File: src/rtl/spi_pingpong_ctrl.sv
// Ping-pong bank controller between the NITTA core and an SPI slave.
// NITTA owns bank_sel, SPI owns the other bank; swaps wait for SPI idle.
module spi_pingpong_ctrl #(
    parameter int BUF_SIZE   = 6,
    parameter int ADDR_WIDTH = 3
) (
    input  logic                  clk,
    input  logic                  rst,
    input  logic                  signal_cycle,
    input  logic                  nitta_wr,
    input  logic                  nitta_oe,
    input  logic                  cs,
    input  logic                  spi_word_done,
    input  logic                  err_clr,
    output logic                  bank_sel,
    output logic [ADDR_WIDTH-1:0] nitta_wr_addr,
    output logic [ADDR_WIDTH-1:0] nitta_rd_addr,
    output logic [ADDR_WIDTH-1:0] spi_addr,
    output logic [1:0]            buf_clear,
    output logic                  flag_start,
    output logic                  flag_stop,
    output logic                  pending_swap,
    output logic                  err_nitta,
    output logic                  err_spi,
    output logic                  err_cycle
);

    typedef enum logic [1:0] {IDLE, XFER, SWAP} state_t;

    localparam logic [ADDR_WIDTH-1:0] PTR_MAX = ADDR_WIDTH'(BUF_SIZE);
    localparam logic [ADDR_WIDTH-1:0] PTR_ONE = ADDR_WIDTH'(1);

    state_t state_q, state_d;

    logic                  bank_sel_q, bank_sel_d;
    logic [ADDR_WIDTH-1:0] wr_addr_q, wr_addr_d;
    logic [ADDR_WIDTH-1:0] rd_addr_q, rd_addr_d;
    logic [ADDR_WIDTH-1:0] spi_addr_q, spi_addr_d;
    logic [1:0]            buf_clear_q, buf_clear_d;
    logic                  flag_start_q, flag_start_d;
    logic                  flag_stop_q, flag_stop_d;
    logic                  pending_q, pending_d;
    logic                  err_nitta_q, err_nitta_d;
    logic                  err_spi_q, err_spi_d;
    logic                  err_cycle_q, err_cycle_d;

    logic swap;
    logic enter_xfer;
    logic wr_full;
    logic rd_full;
    logic spi_full;
    logic spi_inc;

    always_ff @(posedge clk or posedge rst) begin
        if (rst) begin
            state_q <= IDLE;
        end else begin
            state_q <= state_d;
        end
    end

    // A cycle boundary coinciding with cs rising still has to swap.
    always_comb begin
        state_d = state_q;
        unique case (state_q)
            IDLE: if (!cs) state_d = XFER;
            XFER: begin
                if (cs) begin
                    state_d = (pending_q || signal_cycle) ? SWAP : IDLE;
                end
            end
            SWAP: state_d = cs ? IDLE : XFER;
            default: state_d = IDLE;
        endcase
    end

    always_comb begin
        swap       = ((state_q == IDLE) && signal_cycle) || (state_q == SWAP);
        enter_xfer = (state_q != XFER) && (state_d == XFER);

        bank_sel_d  = bank_sel_q ^ swap;
        buf_clear_d = 2'b00;
        if (swap) begin
            buf_clear_d = bank_sel_d ? 2'b10 : 2'b01;
        end

        flag_start_d = enter_xfer;
        flag_stop_d  = (state_q == XFER) && cs;

        pending_d = pending_q;
        if (state_q == SWAP) begin
            pending_d = 1'b0;
        end else if ((state_q == XFER) && signal_cycle) begin
            pending_d = 1'b1;
        end

        // Accesses on a swap edge land in the old bank; pointer restarts.
        wr_full   = nitta_wr && (wr_addr_q == PTR_MAX);
        wr_addr_d = wr_addr_q;
        if (swap) begin
            wr_addr_d = '0;
        end else if (nitta_wr && !wr_full) begin
            wr_addr_d = wr_addr_q + PTR_ONE;
        end

        rd_full   = nitta_oe && (rd_addr_q == PTR_MAX);
        rd_addr_d = rd_addr_q;
        if (swap) begin
            rd_addr_d = '0;
        end else if (nitta_oe && !rd_full) begin
            rd_addr_d = rd_addr_q + PTR_ONE;
        end

        spi_inc    = (state_q == XFER) && spi_word_done;
        spi_full   = spi_inc && (spi_addr_q == PTR_MAX);
        spi_addr_d = spi_addr_q;
        if (swap || enter_xfer) begin
            spi_addr_d = '0;
        end else if (spi_inc && !spi_full) begin
            spi_addr_d = spi_addr_q + PTR_ONE;
        end

        err_nitta_d = wr_full || rd_full || (err_nitta_q && !err_clr);
        err_spi_d   = spi_full || (err_spi_q && !err_clr);
        err_cycle_d = (signal_cycle && pending_q) || (err_cycle_q && !err_clr);
    end

    always_ff @(posedge clk or posedge rst) begin
        if (rst) begin
            bank_sel_q   <= 1'b0;
            wr_addr_q    <= '0;
            rd_addr_q    <= '0;
            spi_addr_q   <= '0;
            buf_clear_q  <= 2'b11;
            flag_start_q <= 1'b0;
            flag_stop_q  <= 1'b0;
            pending_q    <= 1'b0;
            err_nitta_q  <= 1'b0;
            err_spi_q    <= 1'b0;
            err_cycle_q  <= 1'b0;
        end else begin
            bank_sel_q   <= bank_sel_d;
            wr_addr_q    <= wr_addr_d;
            rd_addr_q    <= rd_addr_d;
            spi_addr_q   <= spi_addr_d;
            buf_clear_q  <= buf_clear_d;
            flag_start_q <= flag_start_d;
            flag_stop_q  <= flag_stop_d;
            pending_q    <= pending_d;
            err_nitta_q  <= err_nitta_d;
            err_spi_q    <= err_spi_d;
            err_cycle_q  <= err_cycle_d;
        end
    end

    assign bank_sel      = bank_sel_q;
    assign nitta_wr_addr = wr_addr_q;
    assign nitta_rd_addr = rd_addr_q;
    assign spi_addr      = spi_addr_q;
    assign buf_clear     = buf_clear_q;
    assign flag_start    = flag_start_q;
    assign flag_stop     = flag_stop_q;
    assign pending_swap  = pending_q;
    assign err_nitta     = err_nitta_q;
    assign err_spi       = err_spi_q;
    assign err_cycle     = err_cycle_q;

endmodule

File: config.mk
export PLATFORM = sky130hd
export DESIGN_NAME = spi_pingpong_ctrl
export DESIGN_NICKNAME = d
export VERILOG_FILES = /design/src/rtl/spi_pingpong_ctrl.sv
export SDC_FILE = /design/constraint.sdc
export NUM_CORES = 1
export LEC_CHECK = 0
export CAP_MARGIN = 10
export CORE_MARGIN = 2
export CORE_UTILIZATION = 50
export CTS_CLUSTER_SIZE = 40
export DETAILED_ROUTE_END_ITERATION = 7
export PLACE_DENSITY = 0.83
export SYNTH_ARGS = -nofsm -noshare
export SYNTH_HDL_FRONTEND = slang
export SYNTH_SLANG_ARGS = --single-unit
export TNS_END_PERCENT = 20
File: constraint.sdc
create_clock -name clk -period 3.5 [get_ports clk]
set_input_delay 0.525 -clock clk [delete_from_list [all_inputs] [get_ports clk]]
set_output_delay 0.525 -clock clk [all_outputs]
set_load 0.05 [all_outputs]
==> impl_results.md <==
- Synth Instances: 86
- Setup TNS: 0 ns
- Crit Reg-Reg Startpoint: nitta_rd_addr[0]$_DFFE_PP0P_
- Worst-skew pair later-pin latency: 0.29 ns
- Status: complete, no violations
- Crit-path leading delay family: buffers and inverters
- Count of state elements after synthesis: 20
- Routed wl met2: 877 microns
- Initial core utilization: 0.541
- DRC: 0
- Clock Sinks: 20
- Routed WL: between 1500 and 2000 microns
- Synth Net Count: 102
- Max Clock Freq: roughly 470 MHz
- IO Port Bufs: 25
- Register area: 503 sq um
- Combinational power share: 0.429
- Overall power: 783 uW
- Switching Fraction: 0.416
- ANT cells: 0
- Clk slew on worst S/H paths: 0.11 ns
- Reg2reg setup slack: 2.00 ns
- Area Overhead vs Synth: 32.5%
- Avg WL per Cell: 13.0 microns
- Commonest non-fill, non-tap cell in the layout: clkdlybuf4s50_1
- Num rows: 15
- RSZ-0062 raised after global routing: no
- Buf+Inv Stages, Crit Path: 1
- Synth cell types: 26
- HP Class: reg -> reg
- DRT met1 WL: 809 microns
- CTS tree: yes
- Worst slew margin: 0.510
- Max Cap Viol: 0
- CP max stage delay: 0.79 ns
- DIE AREA: 2250 sq um
- Layout Skew: 0.00568 ns
- Final net count: 131
- GRT Residual Overflow: 0
- Initial antenna violation count: 0
- Total CTS buffers: 3
- Post-CTS resize count: 0
- PwrDens: 627 nW/um^2
- Longest Clk Path Bufs: 2
- Share of post-route cells with drive strength above 1: 0.0877
- Worst-path maximum fanout: 1
- Min Tclk post-route: 2.14 ns
- Reg2reg end: nitta_rd_addr[1]$_DFFE_PP0P_
- First-pass GRT wire length: around 2900 microns
- Critical Path RT: 2.97 ns
- First DRT Iteration DRCs: 16
- NetSw: about 330 uW
- Maximum number of pins on one net before global-route repair: 21
- Post-CTS setup buffers: 0
- Die height: 47.4 microns
- Core ar.: 1750 sq um
- Critical path type: reg -> out
- Post-Syn Area: ~940 sq um
- Top Layer Used: met4
- Multi-input logic area: 392 sq um
- Clock Power Share: 0.166
- Hold Vio Cnt, Final: 0
- # hold bufs at CTS: 0
- Worst Hold Endpoint: err_spi$_DFF_PP0_
- Sequential-to-total area share from yosys stat: 0.533
- Crit path DAT: 1.61 ns
- Horiz. Die Dim: around 47 microns
- Post-Route Utilization: 0.716
- Vias per cell: 5.17
- Reg2reg path depth: 5
- Root Buffer Master: clkbuf_4
- Tot GR Track Use: 0.188
- Critical Path Source Type: flop
- CP max-delay cell: clkdlybuf4s50_1
- Avg Cell Area, Syn: between 10 and 15 sq um
- Final Max Tran Viols: 0
- DPL Wire Length: ~1400 microns
- Peak supply drop: 0.467 mV
- Worst slew pin tran: around 0.73 ns
- Via count: just over 700
- Final setup fails: 0
- Met3 WL: between 100 and 150 microns
- H-Tree Depth: 1
- Fill cell count: 135
- RD Place Congestion: slightly below 0.8
- Yosys warns: 0
- Leak: 0.589 nW
- Flop pwr share: 0.405
- Most frequent cells in the layout: clkdlybuf4s50_1 (25), dfrtp_1 (18), nor2_1 (11)
- ANT nets after route: 0
- Critical path, cell by cell: clkdlybuf4s50_1
- I/O pin count: 26
- Hold path startpoint: err_spi$_DFF_PP0_
- DRT Pass-1 Iters: 4
- Final worst-path cycle share: 0.611
- Vias in the first global route: 662
- Worst hold path depth: 2
- Cell Int Power: 457 uW
- Crit end category: primary output
## power by group through the flow
stage / Sequential [mW] / Clock (mW) / Combinational [mW]
after floorplan: 0.458 / 0 / 0.0836
after global placement: 0.318 / 0 / 0.327
after detailed placement: 0.322 / 0 / 0.336
after CTS: 0.318 / 0.132 / 0.339
after global routing: 0.324 / 0.147 / 0.357
final: 0.317 / 0.130 / 0.336
## worst max-delay path by stage
stage | from | endpoint | cells after the start
global route | buf_clear[0]$_DFF_PP1_ | buf_clear[0] | 1
finish | buf_clear[0]$_DFF_PP1_ | buf_clear[0] | 1
floorplan | nitta_rd_addr[0]$_DFFE_PP0P_ | nitta_rd_addr[1]$_DFFE_PP0P_ | 5
global placement | signal_cycle | bank_sel$_DFF_PP0_ | 5
CTS | buf_clear[0]$_DFF_PP1_ | buf_clear[0] | 1
detailed placement | signal_cycle | bank_sel$_DFF_PP0_ | 5
## cells by family after synthesis
group,after synthesis,synth area share
mux,1,0.0106
simple gates,30,0.190
xor+xnor,2,0.0186
fa+ha+maj,8,0.106
buf+inv,11,0.0517
flops,20,0.533
compound gates,14,0.0902
## worst register-to-register path, delay by kind of cell, from the launching register on
| kind | cells | cell delay (ns) |
|---|---|---|
| compound gates | 1 | 0.37 |
| fa+ha+maj | 1 | 0.22 |
| buf+inv | 1 | 0.07 |
| flops | 1 | 0.43 |
| mux | 1 | 0.23 |
| simple gates | 1 | 0.06 |
## through the flow
| stage | hold WS [ns] | setup WS [ns] | instances | cell area [sq um] |
|---|---|---|---|---|
| 5_1_grt | 0.548 | 1.31 | 139 | 1250 |
| 6_report | 0.523 | 1.36 | 139 | 1250 |
| 3_3_place_gp | 0.476 | 1.54 | 135 | 1210 |
| 2_1_floorplan | 0.487 | 1.85 | 86 | 943 |
| 3_5_place_dp | 0.515 | 1.49 | 135 | 1210 |
| 4_1_cts | 0.533 | 1.35 | 139 | 1250 |
## final cells by class
type / instances / area share
flip-flops and latches: 20 / 0.402
multi-input cells: 55 / 0.313
repair buffers: 25 / 0.200
inverters: 10 / 0.0300
clock buffers: 4 / 0.0290
well taps: 25 / 0.0250
## metal layers
layer / vias up / GRT usage
met5: - / 0
met2: 25 / 0.295
met1: 339 / 0.247
met4: 0 / 0.100
met3: 4 / 0.0340
li1: 350 / -
## sequential cells by signal, summed over array words and instances, names as in the netlist, 2 cells and up
name           flops
spi_addr           3
state_q            2
nitta_rd_addr      3
buf_clear          2
nitta_wr_addr      3
## synth_stat cells
| library cell | number | share of area |
|---|---|---|
| dfrtp_1 | 18 | 0.48 |
| nor2_1 | 11 | 0.044 |
| inv_1 | 10 | 0.040 |
| ha_1 | 8 | 0.11 |
| a21oi_1 | 4 | 0.021 |
| nand3_1 | 4 | 0.021 |
| o21ai_0 | 4 | 0.021 |
| and4b_1 | 3 | 0.032 |
| nor3_1 | 3 | 0.016 |
| a21boi_0 | 2 | 0.016 |
| dfstp_2 | 2 | 0.056 |
| nand2_1 | 2 | 0.0080 |
| xnor2_1 | 2 | 0.019 |
| a211oi_1 | 1 | 0.0080 |
| a311oi_1 | 1 | 0.0093 |
| and2b_2 | 1 | 0.0093 |
| and3_4 | 1 | 0.012 |
| and3b_1 | 1 | 0.0093 |
| and3b_2 | 1 | 0.011 |
| buf_6 | 1 | 0.012 |
| mux2i_1 | 1 | 0.011 |
| nand2b_1 | 1 | 0.0066 |
| nor3b_1 | 1 | 0.0080 |
| nor4_2 | 1 | 0.013 |
| o21a_1 | 1 | 0.0080 |
| o22ai_1 | 1 | 0.0066 |
Power figures use the tool's default switching activity.
